[config.mk]
export PLATFORM = sky130hd
export DESIGN_NAME = cache_refill_ctrl
export DESIGN_NICKNAME = d
export VERILOG_FILES = /design/src/rtl/cache_refill_ctrl.sv
export SDC_FILE = /design/constraint.sdc
export NUM_CORES = 1
export LEC_CHECK = 0
export ABC_AREA = 1
export CORE_MARGIN = 2
export CORE_UTILIZATION = 35
export CTS_CLUSTER_SIZE = 20
export DETAILED_ROUTE_END_ITERATION = 10
export PLACE_DENSITY = 0.81
export SYNTH_ARGS = -nofsm -noshare
export SYNTH_HDL_FRONTEND = slang
export SYNTH_SLANG_ARGS = --single-unit
export TNS_END_PERCENT = 1
[constraint.sdc]
create_clock -name clk -period 1.6 [get_ports clk]
set_input_delay 0.32 -clock clk [delete_from_list [all_inputs] [get_ports clk]]
set_output_delay 0.32 -clock clk [all_outputs]
set_load 0.03 [all_outputs]
[src/rtl/cache_refill_ctrl.sv]
// Miss-handling engine: writes back a dirty victim line, refills the missing line beat by beat, stalls the pipeline meanwhile.
// Optional build macro CRITICAL_WORD_FIRST_EN starts the fill at the missed word and wraps around the line.
module cache_refill_ctrl #(
  parameter int WIDTH = 32,
  parameter int LINE_WORDS = 4,
  localparam int IDXW = $clog2(LINE_WORDS)
) (
  input  logic             clk,
  input  logic             rst,
  input  logic             miss,
  input  logic             dirty,
  input  logic [WIDTH-1:0] miss_addr,
  input  logic [WIDTH-1:0] victim_addr,
  output logic [IDXW-1:0]  victim_idx,
  input  logic [WIDTH-1:0] victim_word,
  output logic             mem_req,
  output logic             mem_we,
  output logic [WIDTH-1:0] mem_addr,
  output logic [WIDTH-1:0] mem_wdata,
  input  logic             mem_ready,
  input  logic [WIDTH-1:0] mem_rdata,
  output logic             fill_we,
  output logic [IDXW-1:0]  fill_idx,
  output logic [WIDTH-1:0] fill_word,
  output logic             fill_done,
  output logic             stall,
  output logic [1:0]       dbg_state
);

  typedef enum logic [1:0] {S_IDLE, S_WB, S_FILL, S_DONE} state_t;

  localparam logic [WIDTH-1:0] LINE_MASK = WIDTH'(LINE_WORDS * 4 - 1);
  localparam logic [IDXW-1:0]  LAST_CNT  = IDXW'(LINE_WORDS - 1);

  state_t           state_q, state_d;
  logic [IDXW-1:0]  cnt_q, cnt_d;
  logic [WIDTH-1:0] base_miss_q, base_miss_d;
  logic [WIDTH-1:0] base_vict_q, base_vict_d;
  logic [IDXW-1:0]  idx_w;

  function automatic logic [WIDTH-1:0] word_off(input logic [IDXW-1:0] i);
    return {{(WIDTH-IDXW-2){1'b0}}, i, 2'b00};
  endfunction

`ifdef CRITICAL_WORD_FIRST_EN
  logic [IDXW-1:0] crit_q, crit_d;
  assign idx_w = crit_q + cnt_q;
`else
  assign idx_w = cnt_q;
`endif

  always_ff @(posedge clk) begin
    if (!rst) begin
      state_q     <= S_IDLE;
      cnt_q       <= '0;
      base_miss_q <= '0;
      base_vict_q <= '0;
`ifdef CRITICAL_WORD_FIRST_EN
      crit_q      <= '0;
`endif
    end else begin
      state_q     <= state_d;
      cnt_q       <= cnt_d;
      base_miss_q <= base_miss_d;
      base_vict_q <= base_vict_d;
`ifdef CRITICAL_WORD_FIRST_EN
      crit_q      <= crit_d;
`endif
    end
  end

  always_comb begin
    state_d     = state_q;
    cnt_d       = cnt_q;
    base_miss_d = base_miss_q;
    base_vict_d = base_vict_q;
`ifdef CRITICAL_WORD_FIRST_EN
    crit_d      = crit_q;
`endif
    victim_idx  = '0;
    mem_req     = 1'b0;
    mem_we      = 1'b0;
    mem_addr    = '0;
    mem_wdata   = '0;
    fill_we     = 1'b0;
    fill_idx    = '0;
    fill_word   = '0;
    fill_done   = 1'b0;
    stall       = 1'b0;

    case (state_q)
      S_IDLE: begin
        stall = miss;
        if (miss) begin
          base_miss_d = miss_addr & ~LINE_MASK;
          base_vict_d = victim_addr & ~LINE_MASK;
          cnt_d       = '0;
`ifdef CRITICAL_WORD_FIRST_EN
          crit_d      = miss_addr[IDXW+1:2];
`endif
          state_d     = dirty ? S_WB : S_FILL;
        end
      end
      S_WB: begin
        stall      = 1'b1;
        mem_req    = 1'b1;
        mem_we     = 1'b1;
        mem_addr   = base_vict_q + word_off(cnt_q);
        victim_idx = cnt_q;
        mem_wdata  = victim_word;
        if (mem_ready) begin
          cnt_d = cnt_q + 1'b1;
          if (cnt_q == LAST_CNT) begin
            cnt_d   = '0;
            state_d = S_FILL;
          end
        end
      end
      S_FILL: begin
        stall     = 1'b1;
        mem_req   = 1'b1;
        mem_addr  = base_miss_q + word_off(idx_w);
        fill_we   = mem_ready;
        fill_idx  = idx_w;
        fill_word = mem_rdata;
        if (mem_ready) begin
          cnt_d = cnt_q + 1'b1;
          if (cnt_q == LAST_CNT) state_d = S_DONE;
        end
      end
      S_DONE: begin
        stall     = 1'b1;
        fill_done = 1'b1;
        state_d   = S_IDLE;
      end
      default: state_d = S_IDLE;
    endcase

    // A reset cycle must not issue or complete any beat, even mid-refill.
    if (!rst) begin
      victim_idx = '0;
      mem_req    = 1'b0;
      mem_we     = 1'b0;
      mem_addr   = '0;
      mem_wdata  = '0;
      fill_we    = 1'b0;
      fill_idx   = '0;
      fill_word  = '0;
      fill_done  = 1'b0;
      stall      = 1'b0;
    end
  end

  assign dbg_state = state_q;

endmodule

---- Word level (Yosys, flattened, before mapping) ----
Cells that the tools add are included.
word-level totals
  flip-flop bits (word level) ............. 60
  input port bits ......................... 133
  output and inout bits ................... 107
operators by class
  add/subtract/negate cells ............... 3
  reductions and logical operators ........ 7
  equality and inequality tests ........... 9
  muxes and demuxes ....................... 32
operator list
  cell                   number
  $mux W32               5
  $add A32 B4 Y32        2
  $pmux W32 S2           1
  $mux W2                14
  $ne A2 B2 Y1 const B   5
  $mux W1                9
  $pmux W2 S4            1
  $eq A2 B2 Y1 const B   3
  $pmux W2 S3            1
  $reduce_and A5 Y1      1
  $reduce_and A4 Y1      1
  $reduce_bool A3 Y1     1
  $reduce_or A3 Y1       1
  $add A2 B1 Y2 const B  1
  $eq A2 B1 Y1 const B   1
  $logic_not A2 Y1       1
  $pmux W1 S2            1
  $reduce_and A2 Y1      1
  $reduce_or A2 Y1       1

---- Logic depth before layout (Yosys ltp) ----
Gate-level depths: netlist of the first run.
  depth after elaboration ................. 4
  mapped depth ............................ 9

---- Worst setup path before layout of the first run ----
OpenSTA, ideal clock, no wires.
  path type ............................... flip-flop to output port
  from .................................... register state_q[0] (netlist: dbg_state[0])
  to ...................................... output port mem_addr[3]
  buffers on the path ..................... 1
  arrival ................................. 2.015 ns
  data required time ...................... 1.280 ns
  cell stages (with the launch flop) ...... 6
  setup slack ............................. -0.735 ns
  cell sequence ........................... dfxtp_1 -> inv_1 -> ha_1 -> nand2_1 -> buf_2 -> nor3_1
between the ends
  word-level cells in the longest chain between the ends .. 3
  elaborated cells on any way between the ends .. 4
RTL lines
  element                                              RTL line  source
  start: declaration                                   35        state_t state_q, state_d;
  start signal: assignment                             62        state_q <= state_d;
  $eq A2 B2 Y1 / $eq A2 B1 Y1 (equally long branches)  91        case (state_q)
  $pmux W32 S2 (*)                                     91
  $mux W32 (*)                                         140       if (!rst) begin
  end: declaration                                     18        output logic [WIDTH-1:0] mem_addr,
Every way passes the cells marked *; elsewhere a longest branch is shown, timed or not.

---- Final worst setup path of the first run ----
  from .................................... register state_q[1] (netlist: dbg_state[1])
  to ...................................... output port mem_addr[20]
The elaborated chain is that of the path after synthesis.

==> flow_metrics.env, run 1 <==
export IMPL_drive_above_1_share=0.286
export IMPL_leakage_nw=2.99
export IMPL_die_w_um=101
export IMPL_utilization=0.727
export IMPL_clk_pin_slew_worst_paths_ns=0.06
export IMPL_insertion_delay_ns=0.34
export IMPL_cts_hold_buf=0
export IMPL_ctsLongestPathBuffers=2
export IMPL_reg2reg_slack_ns=0.13
export IMPL_io_pins=240
export IMPL_cts_tree="yes"
export IMPL_outcome="finished, violations left"
export IMPL_final_setup_viol_count=102
export IMPL_final_cell_mix="170 x nor2_1, 123 x clkdlybuf4s50_1, 74 x inv_1"
export IMPL_crit_fanout=9
export IMPL_wl_mm=12.8
export IMPL_grt_max_degree=39
export IMPL_cp_arrival_ns=1.62
export IMPL_die_area_mm2=0.0103
export IMPL_coreArea_mm2=0.00924
export IMPL_initial_core_util=0.360
export IMPL_numCtsBuffers=9
export IMPL_postLayoutSetupSlackWorst_ns=-0.343
export IMPL_num_antenna_cells=0
export IMPL_fin_crit_sh=1.21
export IMPL_timing_final_crit_period_ns=1.94
export IMPL_overflow=0
export IMPL_critPathLaunchType="flop"
export IMPL_layout_commonest_cell="nor2_1"
export IMPL_worst_ep_required_time_ns=1.28
export IMPL_cts_htree_levels=3
export IMPL_rsz0062_at_grt="yes"
export IMPL_hp_class="in -> reg"
export IMPL_path_delay_family="buffers and inverters"
export IMPL_die_y_um=101
export IMPL_synth_area_mm2=0.00333
export IMPL_syn_inst=551
export IMPL_area_growth_syn_to_layout_pct=102
export IMPL_drt_wirelength_per_cell_um=13.9
export IMPL_cts_sinks=60
export IMPL_fmax_mhz=515
export IMPL_violations="setup timing"
export IMPL_synth_xor_area_frac=0
export IMPL_cap_violations=0
export IMPL_io_buffers=229
export IMPL_final_fill_count=727
export IMPL_endpoint_kind="output port"
export IMPL_crit_buf_inv=3
export IMPL_antenna_found_initial=0
export IMPL_place_ws_ns=-0.0730
export IMPL_ys_ff_latch=60
export IMPL_cts_root_buf="clkbuf_8"
export IMPL_hold_viol=0
export IMPL_yosys_cell_types_count=20
export IMPL_viasPerCell=4.53
export IMPL_yosysSeqAreaShare=0.361
export IMPL_via_count=4160
export IMPL_ir_drop_mv=0.840
export IMPL_synthAdderAreaFrac=0.0301
export IMPL_antenna_left=0
export IMPL_drv_slew=0
export IMPL_holdWs_ns=0.336
export IMPL_hpwl_mm=9.50
export IMPL_cpMaxStageDelayCell="dfxtp_4"
export IMPL_rows=35
export IMPL_yosys_area_share_simple=0.316
export IMPL_nets=926
export IMPL_grt_pass1_vias=4077
export IMPL_ys_warn_count=0
export IMPL_path_cells="inv_4, ha_4, nand2_8, buf_12, a21oi_4, buf_6"
export IMPL_first_iter_violations=178
export IMPL_grtUsageTotal=0.243
export IMPL_critical_path_class="reg -> out"
export IMPL_drc=0
export IMPL_synth_compound_area_frac=0.135
export IMPL_drt_first_pass_iters=4
export IMPL_p_per_area_mw_per_mm2=1340
export IMPL_gp_congestion=0.905
export IMPL_clock_skew_ns=0.00777
export IMPL_max_stage_delay_ns=0.37
export IMPL_synthMuxAreaShare=0
export IMPL_finalPower_mw=8.98
export IMPL_synth_top_family_by_area="simple AND/OR/NAND/NOR gates"
export IMPL_synth_area_per_cell_um2=6.04
export IMPL_grt_pass1_wl_mm=19.6
## layer usage
metal,share of wire,track usage,vias to the layer above
li1,-,-,2113
met1,0.40,0.285,1850
met3,0.083,0.0752,24
met4,0.021,0.0738,0
met2,0.49,0.425,173
met5,0,0,-
## synthesized netlist by cell type, drive strengths merged
cell type  number  area, um2
ha              8        100
nand4           1       6.26
dfxtp          60       1200
a21oi          28        140
nor3            2       10.0
buf            30        200
nand2          80        303
nand3           2       10.0
conb            1       3.75
o21ai          60        300
inv            80        300
a21boi          1       7.51
nor2          192        721
clkbuf          6       23.8
## flip-flops by register name, summed over array words and instances (netlist names)
signal       cells
dbg_state        2
base_miss_q     28
cnt_q            2
base_vict_q     28
## report_power, final
group | internal, mW | leakage (nW) | switching (mW)
logic | 2.38 | 2.38 | 3.10
clock network | 0.800 | 0.107 | 0.587
registers | 1.90 | 0.498 | 0.215
## path summary, 6_finish.rpt
path | start | to | cells after the start
max | dbg_state[1] | mem_addr[20] | 6
min reg2reg | base_miss_q[13] | base_miss_q[13] | 2
max reg2reg | dbg_state[1] | dbg_state[0] | 10
min | rst | dbg_state[1] | 3
## tightest hold or removal path, stage by stage
cell and delay (ns):
buf_2 0.19, nand2_1 0.10, nor2_1 0.03
## kinds of logic (layout without fill, tap and decap cells)
group,Yosys count,after routing
AOI/OAI and AO/OA,89,89
adders and majority gates,8,8
buffers and inverters,116,354
DFF,60,60
other,1,2
and+or+nand+nor,277,277
## area by class of cell
cell class                 count  area (um2)  share of cell area
timing repair buffer         258        2730               0.406
inverter                      80         305              0.0455
sequential                    60        1210               0.180
clock buffer                  12         155              0.0231
tap                          129         161              0.0240
multi-input combinational    376        2110               0.314
clock inverter                 4        46.3             0.00689
## per-stage QoR
stage / cells / TNS, ns / area [um2]
6_report: 919 / -26.55 / 6720
5_1_grt: 919 / -33.94 / 6720
4_1_cts: 919 / -27.77 / 6620
3_5_place_dp: 898 / -1.32 / 6060
3_3_place_gp: 898 / -0.556 / 6060
2_1_floorplan: 552 / -4.84 / 3730
## repair_timing
| item | CTS | global route |
|---|---|---|
| endpoints found under the setup margin | 103 | 105 |
| cloned | 2 | 0 |
| pin swaps | 4 | 1 |
| gates resized for setup | 66 | 33 |
| buffers inserted | 3 | 0 |
Note: power is estimated with default switching activity, not from simulation.
==> run 2, diff against run 1 <==
--- a/config.mk
+++ b/config.mk
@@ -5,12 +5,13 @@
 export SDC_FILE = /design/constraint.sdc
 export NUM_CORES = 1
 export LEC_CHECK = 0
-export ABC_AREA = 1
 export CORE_MARGIN = 2
 export CORE_UTILIZATION = 35
 export CTS_CLUSTER_SIZE = 20
 export DETAILED_ROUTE_END_ITERATION = 10
+export GPL_TIMING_DRIVEN = 1
 export PLACE_DENSITY = 0.81
+export RECOVER_POWER = 100
 export SYNTH_ARGS = -nofsm -noshare
 export SYNTH_HDL_FRONTEND = slang
 export SYNTH_SLANG_ARGS = --single-unit
==> run 2 against run 1 <==
Against the previous run:
- critical path depth is the same
- clock skew increased by 0.0018 ns
- the flow still finishes with violations (setup timing)
- critical endpoint is now mem_addr[6]
- sequential cell count did not move
- synthesized cell count fell by 20%
- highest routed layer unchanged
- non-clock buffer count rose by 3
==> flow_metrics.env, run 2 <==
export IMPL_final_fill_count=695
export IMPL_ys_warn_count=0
export IMPL_grt_pass1_vias=3990
export IMPL_coreArea_mm2=0.00933
export IMPL_yosysSeqAreaShare=0.355
export IMPL_largestRegisters="base_miss_q: 28 flops, base_vict_q: 28 flops"
export IMPL_rsz0062_at_grt="yes"
export IMPL_netlist_area_leader_share=0.355
export IMPL_p_int_mw=4.47
export IMPL_power_switching_mw=3.13
export IMPL_critPathLaunchType="flop"
export IMPL_antenna_found_initial=0
export IMPL_yosys_cell_types_count=30
export IMPL_postLayoutSetupSlackWorst_ns=-0.366
export IMPL_outcome="finished, violations left"
export IMPL_fin_area_mm2=0.00660
export IMPL_synth_most_common_cell="nand2_1"
export IMPL_critical_path_class="reg -> out"
export IMPL_utilization=0.708
export IMPL_hpwl_mm=9.18
export IMPL_syn_inst=441
export IMPL_io_pins=240
export IMPL_synth_area_mm2=0.00338
export IMPL_cts_tree="yes"
export IMPL_rows=35
export IMPL_comb_power_share=0.563
export IMPL_antenna_left=0
export IMPL_max_stage_delay_ns=0.35
export IMPL_p_per_area_mw_per_mm2=1150
export IMPL_clk_pin_slew_worst_paths_ns=0.06
export IMPL_ys_flop_type="dfxtp_1"
export IMPL_viasPerCell=4.94
export IMPL_multiInputGateArea_mm2=0.00225
export IMPL_cts_htree_levels=3
export IMPL_hold_viol=0
export IMPL_holdWs_ns=0.460
export IMPL_timing_final_crit_period_ns=1.97
export IMPL_initial_core_util=0.363
export IMPL_placed_area_mm2=0.00592
export IMPL_cp_arrival_ns=1.65
export IMPL_finalPower_mw=7.60
export IMPL_cpMaxStageDelayCell="dfxtp_4"
export IMPL_numCtsBuffers=9
export IMPL_violations="setup timing"
export IMPL_layout_commonest_cell="clkdlybuf4s50_1"
export IMPL_cap_violations=0
export IMPL_cts_root_buf="clkbuf_8"
export IMPL_endpoint_kind="output port"
export IMPL_cts_sinks=60
export IMPL_path_cells="buf_6, ha_4, buf_12, a22oi_1, nor2_4, buf_6"
export IMPL_overflow=0
export IMPL_synthArstFlopShare=0
export IMPL_hp_class="reg -> reg"
export IMPL_nets=809
export IMPL_crit_fanout=17
export IMPL_sw_frac_of_total=0.412
export IMPL_synth_top_area_cell="dfxtp_1"
export IMPL_synth_edff_count=0
export IMPL_ir_drop_mv=0.573
export IMPL_insertion_delay_ns=0.34
export IMPL_grt_max_degree=51
export IMPL_gp_congestion=0.872
export IMPL_num_antenna_cells=0
export IMPL_place_ws_ns=-0.0812
export IMPL_crit_buf_inv=3
export IMPL_path_common_cell="buf_6"
export IMPL_die_area_mm2=0.0105
export IMPL_drive_above_1_share=0.330
export IMPL_path_delay_family="buffers and inverters"
export IMPL_die_y_um=102
export IMPL_regArea_mm2=0.00121
export IMPL_drt_wirelength_per_cell_um=15.9
export IMPL_drc=0
export IMPL_synth_area_per_cell_um2=7.67
export IMPL_clock_skew_ns=0.00957
export IMPL_synth_common_cells="119 x nand2_1, 66 x and3_1, 60 x dfxtp_1"
export IMPL_final_setup_viol_count=105
export IMPL_drv_slew=0
export IMPL_area_growth_syn_to_layout_pct=95.2
export IMPL_grt_pass1_wl_mm=19.6
export IMPL_final_cell_mix="123 x clkdlybuf4s50_1, 118 x nand2_1, 63 x buf_6"
export IMPL_p_seq_frac=0.262
export IMPL_io_buffers=229
export IMPL_synth_area_leaders="dfxtp_1 36%, nand2_1 13%, and3_1 12%"
export IMPL_leakage_nw=2.79
export IMPL_fin_crit_sh=1.23
export IMPL_drt_first_pass_iters=4
export IMPL_ctsLongestPathBuffers=2
export IMPL_fmax_mhz=509
export IMPL_cts_hold_buf=0
export IMPL_wl_mm=12.8
export IMPL_via_count=3965
export IMPL_clockPowerShare=0.175
export IMPL_first_iter_violations=109
export IMPL_worst_ep_required_time_ns=1.28
export IMPL_die_w_um=102
export IMPL_ys_ff_latch=60
export IMPL_grtUsageTotal=0.241
run 2: metal layers:
layer / GRT usage / vias to the layer above / wire [um]
li1: - / 1943 / -
met1: 0.286 / 1847 / 5170
met2: 0.421 / 149 / 6520
met3: 0.0581 / 26 / 746
met4: 0.0954 / 0 / 343
met5: 0 / - / 0
run 2: worst paths after layout:
path	from	end	slack, ns	cells past startpoint
worst min-delay path	base_vict_q[5]	base_vict_q[5]	0.46	2
worst max-delay path	dbg_state[1]	mem_addr[6]	-0.37	6
worst max register to register	dbg_state[1]	dbg_state[0]	-0.01	7
worst min register to register	base_vict_q[5]	base_vict_q[5]	0.46	2
run 2: cells by family after synthesis:
kind of cell	share of synthesized area
muxes	0.0152
AOI/OAI and AO/OA	0.202
buffers and inverters	0.0821
and+or+nand+nor	0.315
other	0.00111
DFF	0.355
adders and majority gates	0.0296
run 2: power groups by stage:
stage	Combinational [mW]	Clock, mW	Sequential, mW
6_report	4.28	1.33	1.99
4_1_cts	4.32	1.36	1.99
2_1_floorplan	2.24	0	2.00
3_3_place_gp	3.76	0	1.97
3_5_place_dp	3.84	0	1.99
5_1_grt	4.56	1.41	2.03
run 2: repair_timing:
action	4_1_cts	5_1_grt
gates resized for setup	93	18
buffers inserted	1	0
setup endpoints to repair	108	107
gates cloned	2	0
pin swaps	15	3
run 2: area by class of cell:
cell class / count / area share
clock inverters: 6 / 0.00986
repair buffers: 261 / 0.419
multi-input cells: 331 / 0.340
inverters: 5 / 0.00398
clock buffers: 10 / 0.0193
flip-flops and latches: 60 / 0.183
well taps: 129 / 0.0245
run 2: per-stage QoR:
step	setup TNS [ns]	instances
after floorplan	-2.03	442
after global placement	-0.467	783
after detailed placement	-1.12	783
after CTS	-31.20	802
after global routing	-36.74	802
final	-29.02	802
run 2: tightest hold or removal path, delay by kind of cell (launching register included):
family / cells / cell delay [ns]
DFF: 1 / 0.31
and+or+nand+nor: 1 / 0.05
AOI/OAI and AO/OA: 1 / 0.05
==> run 3, diff against run 2 <==
--- a/config.mk
+++ b/config.mk
@@ -5,12 +5,13 @@
 export SDC_FILE = /design/constraint.sdc
 export NUM_CORES = 1
 export LEC_CHECK = 0
+export CAP_MARGIN = 5
 export CORE_MARGIN = 2
-export CORE_UTILIZATION = 35
+export CORE_UTILIZATION = 38
 export CTS_CLUSTER_SIZE = 20
 export DETAILED_ROUTE_END_ITERATION = 10
 export GPL_TIMING_DRIVEN = 1
-export PLACE_DENSITY = 0.81
+export PLACE_DENSITY = 0.87
 export RECOVER_POWER = 100
 export SYNTH_ARGS = -nofsm -noshare
 export SYNTH_HDL_FRONTEND = slang
==> constraint.sdc (replaced) <==
create_clock -name clk -period 2.5 [get_ports clk]
set_input_delay 0.5 -clock clk [delete_from_list [all_inputs] [get_ports clk]]
set_output_delay 0.5 -clock clk [all_outputs]
set_load 0.03 [all_outputs]
==> run 3 against run 2 <==
Against the previous run:
- the run now ends clean
- utilization is 9.1 points lower
- cell count is 5.1% lower
- count of clock-buffer cells in the layout rose by 1
- clock skew is 0.0055 ns lower
- worst setup slack better by 0.47 ns
- critical endpoint is now mem_addr[5]
==> flow_metrics.env, run 3 (same netlist as run 2, synthesis figures left out) <==
export IMPL_outcome="complete, no violations"
export IMPL_drc=0
export IMPL_critical_path_class="reg -> out"
export IMPL_final_cell_mix="123 x clkdlybuf4s50_1, 118 x nand2_1, 66 x and3_1"
export IMPL_io_pins=240
export IMPL_cap_violations=0
export IMPL_grtUsageTotal=0.222
export IMPL_drive_above_1_share=0.150
export IMPL_num_antenna_cells=0
export IMPL_fin_crit_sh=0.957
export IMPL_antenna_left=0
export IMPL_hp_class="reg -> reg"
export IMPL_drt_wirelength_per_cell_um=14.7
export IMPL_finalPower_mw=3.97
export IMPL_utilization=0.617
export IMPL_antenna_found_initial=0
export IMPL_clk_pin_slew_worst_paths_ns=0.07
export IMPL_wl_met2_mm=5.83
export IMPL_grt_pass1_vias=3712
export IMPL_ctsLongestPathBuffers=2
export IMPL_drv_slew=0
export IMPL_met1_length_mm=4.44
export IMPL_critPathLaunchType="flop"
export IMPL_viasPerCell=5.00
export IMPL_instances_no_fill=761
export IMPL_gp_congestion=0.817
export IMPL_coreArea_mm2=0.00868
export IMPL_cts_root_buf="clkbuf_8"
export IMPL_grt_pass1_wl_mm=17.7
export IMPL_endpoint_kind="output port"
export IMPL_placed_area_mm2=0.00548
export IMPL_placedCellCount=745
export IMPL_final_fill_count=799
export IMPL_hold_viol=0
export IMPL_ir_drop_mv=0.310
export IMPL_layout_commonest_cell="clkdlybuf4s50_1"
export IMPL_postLayoutSetupSlackWorst_ns=0.106
export IMPL_io_buffers=229
export IMPL_die_area_mm2=0.00967
export IMPL_final_setup_viol_count=0
export IMPL_via_count=3803
export IMPL_fin_area_mm2=0.00536
export IMPL_rows=34
export IMPL_rsz0062_at_grt="no"
export IMPL_tns_ns=0
export IMPL_wl_mm=11.2
export IMPL_holdWs_ns=0.460
export IMPL_worst_pin_slew_ns=0.997
export IMPL_timing_final_crit_period_ns=2.39
export IMPL_area_growth_syn_to_layout_pct=58.3
export IMPL_routed_top_layer="met4"
export IMPL_crit_fanout=18
export IMPL_cts_sinks=60
export IMPL_place_ws_ns=0.388
export IMPL_die_w_um=98.3
export IMPL_first_iter_violations=154
export IMPL_wl_met3_um=787
export IMPL_fmax_mhz=418
export IMPL_die_y_um=98.3
export IMPL_maxSlewHeadroom=0.335
export IMPL_drt_first_pass_iters=4
export IMPL_largestRegisters="base_miss_q: 28 flops, base_vict_q: 28 flops"
export IMPL_insertion_delay_ns=0.33
export IMPL_numCtsBuffers=9
export IMPL_clock_skew_ns=0.00409
export IMPL_cp_arrival_ns=1.89
export IMPL_overflow=0
export IMPL_initial_core_util=0.390
export IMPL_hpwl_mm=8.44
export IMPL_cts_htree_levels=3
export IMPL_nets=789
export IMPL_cts_tree="yes"
export IMPL_worst_ep_required_time_ns=2.00
export IMPL_leakage_nw=2.42
export IMPL_grt_max_degree=57
export IMPL_p_per_area_mw_per_mm2=742
## run 3: cell types whose count changed in the layout (fill, tap and decap cells not counted), sizes merged, moves of 2 or more
cell,change
dlymetal6s2s,+3
dlygate4sd3,+2
clkinv,-3
buf,-101
clkbuf,+79
## run 3: per-layer routing
layer	track usage	up-vias
met5	0	-
met4	0.0622	0
met3	0.0515	10
met2	0.406	145
met1	0.256	1752
li1	-	1896
## run 3: final timing paths
path	startpoint	to	slack, ns	cells past startpoint
worst max-delay path	dbg_state[0]	mem_addr[5]	0.11	6
worst min register to register	base_miss_q[5]	base_miss_q[5]	0.46	2
worst min-delay path	base_miss_q[5]	base_miss_q[5]	0.46	2
worst max register to register	dbg_state[0]	base_vict_q[15]	0.52	5
## run 3: cell type report
type / count / area (um2) / area share
clock buffers: 11 / 151 / 0.0283
clock inverters: 5 / 58.8 / 0.0110
inverters: 5 / 18.8 / 0.00350
multi-input cells: 331 / 1900 / 0.355
flip-flops and latches: 60 / 1200 / 0.225
well taps: 108 / 135 / 0.0252
repair buffers: 241 / 1890 / 0.352
## run 3: power breakdown
part / internal [mW] / leakage [nW] / switching (mW) / total (mW)
clock: 0.516 / 0.102 / 0.385 / 0.901
sequential: 1.15 / 0.493 / 0.109 / 1.26
combinational: 0.659 / 1.82 / 1.16 / 1.81
## run 3: repair_timing
item | 4_1_cts | 5_1_grt
setup buffers | 0 | 0
hold buffers | 0 | 0
endpoints found under the setup margin | 0 | 28
resized for setup | 0 | 2
## run 3: critical path, stage by stage, from the launching register on
cell	delay [ns]
dfxtp_2	0.39
inv_1	0.11
ha_1	0.38
nand2_2	0.10
buf_4	0.22
nor2_1	0.16
buf_2	0.22
